`src/rtl/serial_addsub.sv`:
```
// serial_addsub
// Bit-serial adder/subtractor. A single 1-bit full-adder slice and a carry
// flip-flop process the operands one bit per clock, LSB first. Subtraction
// is done as a + ~b + 1: b is inverted when it is loaded, and the carry is
// preset to 1.
//
// Ports:
//   clk    - system clock, rising edge
//   rst    - synchronous active-high reset, overrides everything else
//   start  - request pulse, accepted only in IDLE or DONE
//   sub    - 0 = add, 1 = subtract (sampled together with start)
//   a, b   - operands (sampled together with start)
//   busy   - high while bits are being processed (WIDTH cycles)
//   done   - one-cycle pulse when result and flags are valid
//   result - sum or difference, held until the next completion
//   cout   - add: carry out; sub: borrow (1 when a < b unsigned)
//   ovf    - signed overflow
//   zero   - result == 0
module serial_addsub #(
  parameter int WIDTH = 8
) (
  input  logic             clk,
  input  logic             rst,
  input  logic             start,
  input  logic             sub,
  input  logic [WIDTH-1:0] a,
  input  logic [WIDTH-1:0] b,
  output logic             busy,
  output logic             done,
  output logic [WIDTH-1:0] result,
  output logic             cout,
  output logic             ovf,
  output logic             zero
);

  typedef enum logic [1:0] {
    IDLE  = 2'd0,
    SHIFT = 2'd1,
    DONE  = 2'd2
  } state_t;

  // One spare bit so the counter cannot wrap before WIDTH-1 is reached.
  localparam int CW = $clog2(WIDTH) + 1;
  localparam logic [CW-1:0] LAST = CW'(WIDTH - 1);

  state_t           state_reg;
  logic             busy_reg;
  logic             done_reg;
  logic [WIDTH-1:0] a_sh_reg;
  logic [WIDTH-1:0] b_sh_reg;
  logic [WIDTH-1:0] s_sh_reg;
  logic             carry_reg;
  logic [CW-1:0]    count_reg;
  logic             sub_q_reg;
  logic             a_msb_reg;
  logic             bx_msb_reg;
  logic [WIDTH-1:0] result_reg;
  logic             cout_reg;
  logic             ovf_reg;
  logic             zero_reg;

  // Operand B, conditionally inverted for subtraction.
  logic [WIDTH-1:0] bx;

  generate
    for (genvar gi = 0; gi < WIDTH; gi++) begin : g_binv
      assign bx[gi] = b[gi] ^ sub;
    end
  endgenerate

  // The single full-adder slice working on the current LSBs.
  logic             sum_bit;
  logic             carry_next;
  logic [WIDTH-1:0] s_sh_next;

  assign sum_bit    = a_sh_reg[0] ^ b_sh_reg[0] ^ carry_reg;
  assign carry_next = (a_sh_reg[0] & b_sh_reg[0]) |
                      (a_sh_reg[0] & carry_reg)   |
                      (b_sh_reg[0] & carry_reg);
  // Sum bits enter at the MSB, so after WIDTH steps the LSB has reached bit 0.
  assign s_sh_next  = {sum_bit, s_sh_reg[WIDTH-1:1]};

  always_ff @(posedge clk) begin
    if (rst) begin
      state_reg  <= IDLE;
      busy_reg   <= 1'b0;
      done_reg   <= 1'b0;
      a_sh_reg   <= '0;
      b_sh_reg   <= '0;
      s_sh_reg   <= '0;
      carry_reg  <= 1'b0;
      count_reg  <= '0;
      sub_q_reg  <= 1'b0;
      a_msb_reg  <= 1'b0;
      bx_msb_reg <= 1'b0;
      result_reg <= '0;
      cout_reg   <= 1'b0;
      ovf_reg    <= 1'b0;
      zero_reg   <= 1'b0;
    end else begin
      case (state_reg)
        // DONE accepts a new request exactly like IDLE, so that operations
        // can run back to back without an idle cycle in between.
        IDLE, DONE: begin
          done_reg <= 1'b0;
          if (start) begin
            a_sh_reg   <= a;
            b_sh_reg   <= bx;
            s_sh_reg   <= '0;
            carry_reg  <= sub;
            sub_q_reg  <= sub;
            a_msb_reg  <= a[WIDTH-1];
            bx_msb_reg <= bx[WIDTH-1];
            count_reg  <= '0;
            busy_reg   <= 1'b1;
            state_reg  <= SHIFT;
          end else begin
            state_reg  <= IDLE;
          end
        end

        SHIFT: begin
          a_sh_reg  <= a_sh_reg >> 1;
          b_sh_reg  <= b_sh_reg >> 1;
          s_sh_reg  <= s_sh_next;
          carry_reg <= carry_next;
          count_reg <= count_reg + CW'(1);
          if (count_reg == LAST) begin
            result_reg <= s_sh_next;
            // For subtraction a missing carry means a borrow.
            cout_reg   <= sub_q_reg ^ carry_next;
            // Overflow: both adder inputs share a sign that the sum does not.
            ovf_reg    <= (a_msb_reg == bx_msb_reg) && (sum_bit != a_msb_reg);
            zero_reg   <= (s_sh_next == '0);
            busy_reg   <= 1'b0;
            done_reg   <= 1'b1;
            state_reg  <= DONE;
          end
        end

        default: begin
          busy_reg  <= 1'b0;
          done_reg  <= 1'b0;
          state_reg <= IDLE;
        end
      endcase
    end
  end

  assign busy   = busy_reg;
  assign done   = done_reg;
  assign result = result_reg;
  assign cout   = cout_reg;
  assign ovf    = ovf_reg;
  assign zero   = zero_reg;

endmodule

```
`config.mk`:
```
export PLATFORM = sky130hd
export DESIGN_NAME = serial_addsub
export DESIGN_NICKNAME = d
export VERILOG_FILES = /design/src/rtl/serial_addsub.sv
export SDC_FILE = /design/constraint.sdc
export NUM_CORES = 1
export LEC_CHECK = 0
export ABC_AREA = 0
export CAP_MARGIN = 20
export CORE_UTILIZATION = 56
export CTS_CLUSTER_DIAMETER = 150
export DETAILED_ROUTE_END_ITERATION = 7
export GPL_ROUTABILITY_DRIVEN = 0
export GPL_TIMING_DRIVEN = 1
export PLACE_DENSITY = 0.84
export RECOVER_POWER = 100
export SYNTH_ARGS = -nofsm -noshare
export SYNTH_HDL_FRONTEND = slang
export SYNTH_SLANG_ARGS = --single-unit
```
`constraint.sdc`:
```
create_clock -name clk -period 3.7 [get_ports clk]
set_input_delay 0.74 -clock clk [delete_from_list [all_inputs] [get_ports clk]]
set_output_delay 0.74 -clock clk [all_outputs]
set_load 0.1 [all_outputs]
```
==> flow_results.org <==
** Worst hold path
- Class of the tightest hold or removal check :: reg -> reg

** Clocking
- The clock tree synthesis step divided the H-tree into 2 levels.
- CTS clock-pin slew for the worst setup and hold paths :: 130 ps
- CTS tree :: done
- Worst-case clock buffer depth :: 2
- Post-CTS Hold Buffers :: 0
- The later pin in the worst-skew pair is clocked with a latency of 370 ps.
- Root Driver :: sky130_fd_sc_hd__clkbuf_4
- In this run the post-CTS setup repair buffer count came out at 0.
- Total CTS buffers :: 5
- The clock drives 46 sinks.
- In this run, post-CTS repair resized a total of 0 instances.

** Placed design
- Buffers added on ports :: 32
- Half-perimeter wire length after detailed placement :: 2.53 mm
- At the placement stage, the worst setup path has a slack of 1310 ps.

** Setup path
- The worst setup path is launched from a flop.
- Counting both buffers and inverters, the worst setup path holds a total of 1.
- The critical path is of the reg -> out type.
- Element type at the critical path end :: primary output
- STA puts the critical path data arrival time at 1960 ps.
- Slowest stage cell, crit path :: sky130_fd_sc_hd__dlygate4sd3_1
- Top delay family on crit path :: buffers and inverters
- Delay of the slowest critical-path stage :: 1210 ps
- Data on the critical path is required at its endpoint by 2960 ps.
- Along the worst path, the maximum fanout reaches 3.
- Ordered list of cells on the worst path :: dlygate4sd3_1

** Detailed routing
- Number of vias per cell :: 5.74
- Initial drt markers :: 123
- Number of vias in the routed layout :: 1654
- Wire length reported by the detailed router :: 3.81 mm
- 1st-pass router iterations :: 4
- Number of nets still failing antenna checks after routing :: 0
- Dividing the detail-routed wire length by the instance count gives 13.2 um.
- In the routed design, unresolved DRC markers number 0.

** Global routing
- Number of global-route vias before repair :: 1488
- First-pass GRT wire length :: 6.27 mm
- Summed over all layers, the global routing overflow is 0.
- The initial antenna violation count came to 0.
- Overall fraction of global-route tracks in use :: 23.5%
- Entering global routing, the biggest net connects 30 pins.

** Synthesis
- Number of enable-type register cells in the synthesized netlist :: 0
- Number of synthesized register bits :: 46
- Fraction of synthesis flops using an asynchronous set or reset pin :: 0%
- Counting distinct cell types in the post-synthesis netlist gives 27.
- A synthesized cell averages 8.67 sq um.
- Proportion of synthesized chip area in sequential cells :: 48.1%
- Synth Net Count :: 243
- Number of instances in the synthesized netlist :: 221
- The cell area that synthesis handed to floorplanning was 0.00192 sq mm.
- For this run, the number of Yosys warnings is 0.
- In the synthesized netlist the dominant register cell turns out to be sky130_fd_sc_hd__dfxtp_1.

** Power
- For this design the static power due to leakage is 0.812 nW.
- Worst IR drop on VDD :: 0.000231 V
- Power spread over the standard cell area amounts to 395 mW/mm^2.

** Floorplanning
- The floorplan step defined a core boundary enclosing 0.00315 sq mm.
- Die width :: 60.5 um
- Initial Util :: 60.8%
- Core Rows :: 20
- Number of I/O pins :: 33
- Vert. Die Dim :: 60.5 um
- Die footprint :: 0.00366 sq mm

** Layout
- Counting the fill cells in the layout gives 272.
- In the layout the commonest cells are sky130_fd_sc_hd__dfxtp_1 (46), sky130_fd_sc_hd__a21oi_1 (43), sky130_fd_sc_hd__nand3_1 (34).
- The repair_antennas step left the layout with diodes totalling 0.
- Most common library cell in the layout ignoring fill and taps :: sky130_fd_sc_hd__dfxtp_1
- Synth-to-Final Area Change :: 18.1%
- Ratio of cells with drive above 1 in the final layout :: 3.69%
- Measured on the finished design, the core utilization comes to 71.7%.
- Final nets :: 265

** Timing
- Unrepaired setup endpoints after global routing :: no
- Total of endpoints with negative setup slack in the final report :: 0
- Across all hold checks on the routed design, the worst slack comes to 477 ps.
- Number of hold violations in the final report :: 0
- After layout, the worst setup slack is 1000 ps.
- Based on the critical path, the design can be clocked at up to 0.370 GHz.
- For the final routed database, the setup TNS stands at 0 ps.
- For the final database, setup skew stands at 12.0 ps.
- Least-Margin Pin Slew :: 1100 ps
- Final period util :: 73.0%
- Minimum clock period after layout :: 2700 ps
- Count of final max-slew check failures :: 0
- In this run the tightest slew margin relative to its limit is 26.5%.

** Run status
- The flow ran to the end, and the final reports show no timing, DRC or antenna violations.

** Run
- Max-cap violations :: 0
## cell type report
cell class | count | area, sq um | share of cell area [%]
Clock buffer | 6 | 41.3 | 1.83
Timing Repair Buffer | 36 | 343 | 15.2
Multi-Input combinational cell | 154 | 888 | 39.3
Clock inverter | 2 | 13.8 | 0.608
Tap cell | 44 | 55.1 | 2.43
Sequential cell | 46 | 921 | 40.7
## per-stage QoR
step	cell area, sq um	power [mW]	cells
2_1_floorplan	1920	0.629	221
3_3_place_gp	2210	0.665	280
3_5_place_dp	2210	0.667	280
4_1_cts	2270	0.895	288
5_1_grt	2260	0.932	288
6_report	2260	0.893	288
## worst paths after layout
check	startpoint	end	slack [ps]	cells past startpoint
worst min register to register	a_msb_reg	a_msb_reg	480	2
worst max register to register	state_reg[0]	result[2]	1760	4
worst max-delay path	busy	busy	1000	1
worst min-delay path	a_msb_reg	a_msb_reg	480	2
## layer usage
metal | share of wire, % | track usage [%] | wire (um)
met5 | 0 | 0 | 0
met1 | 44 | 26.6 | 1670
met3 | 5.0 | 7.68 | 191
met4 | 1.2 | 7.79 | 46
met2 | 50 | 41.6 | 1900
## power breakdown
| group | total (mW) | internal, mW | leakage (nW) | switching [mW] |
|---|---|---|---|---|
| logic | 0.126 | 0.0500 | 0.405 | 0.0758 |
| registers | 0.529 | 0.516 | 0.375 | 0.0133 |
| clock network | 0.239 | 0.0748 | 0.0322 | 0.164 |
## synthesized netlist by cell type (2+ instances only)
cell	instances	share of area, %
sky130_fd_sc_hd__a211oi_1	3	1.2
sky130_fd_sc_hd__a21oi_1	43	11
sky130_fd_sc_hd__a22oi_1	14	5.5
sky130_fd_sc_hd__and3b_1	2	0.91
sky130_fd_sc_hd__buf_2	7	1.8
sky130_fd_sc_hd__buf_4	5	2.0
sky130_fd_sc_hd__clkbuf_1	9	1.8
sky130_fd_sc_hd__dfxtp_1	46	48
sky130_fd_sc_hd__mux2_1	2	1.2
sky130_fd_sc_hd__nand2_1	15	2.9
sky130_fd_sc_hd__nand2b_1	3	0.98
sky130_fd_sc_hd__nand3_1	34	8.9
sky130_fd_sc_hd__nand3b_1	2	0.78
sky130_fd_sc_hd__nand4_1	2	0.65
sky130_fd_sc_hd__nor2_1	5	0.98
sky130_fd_sc_hd__nor3_1	2	0.52
sky130_fd_sc_hd__nor4_1	2	0.65
sky130_fd_sc_hd__o21ai_0	9	2.4
sky130_fd_sc_hd__xor2_1	8	3.7
## cells by family after synthesis
family / Yosys count / share of synthesized area [%]
buf+inv: 21 / 5.55
flops: 46 / 48.1
fa+ha+maj: 2 / 1.70
compound gates: 71 / 21.0
simple gates: 70 / 18.4
mux: 2 / 1.18
xor+xnor: 9 / 4.12
Power figures use the tool's default switching activity.
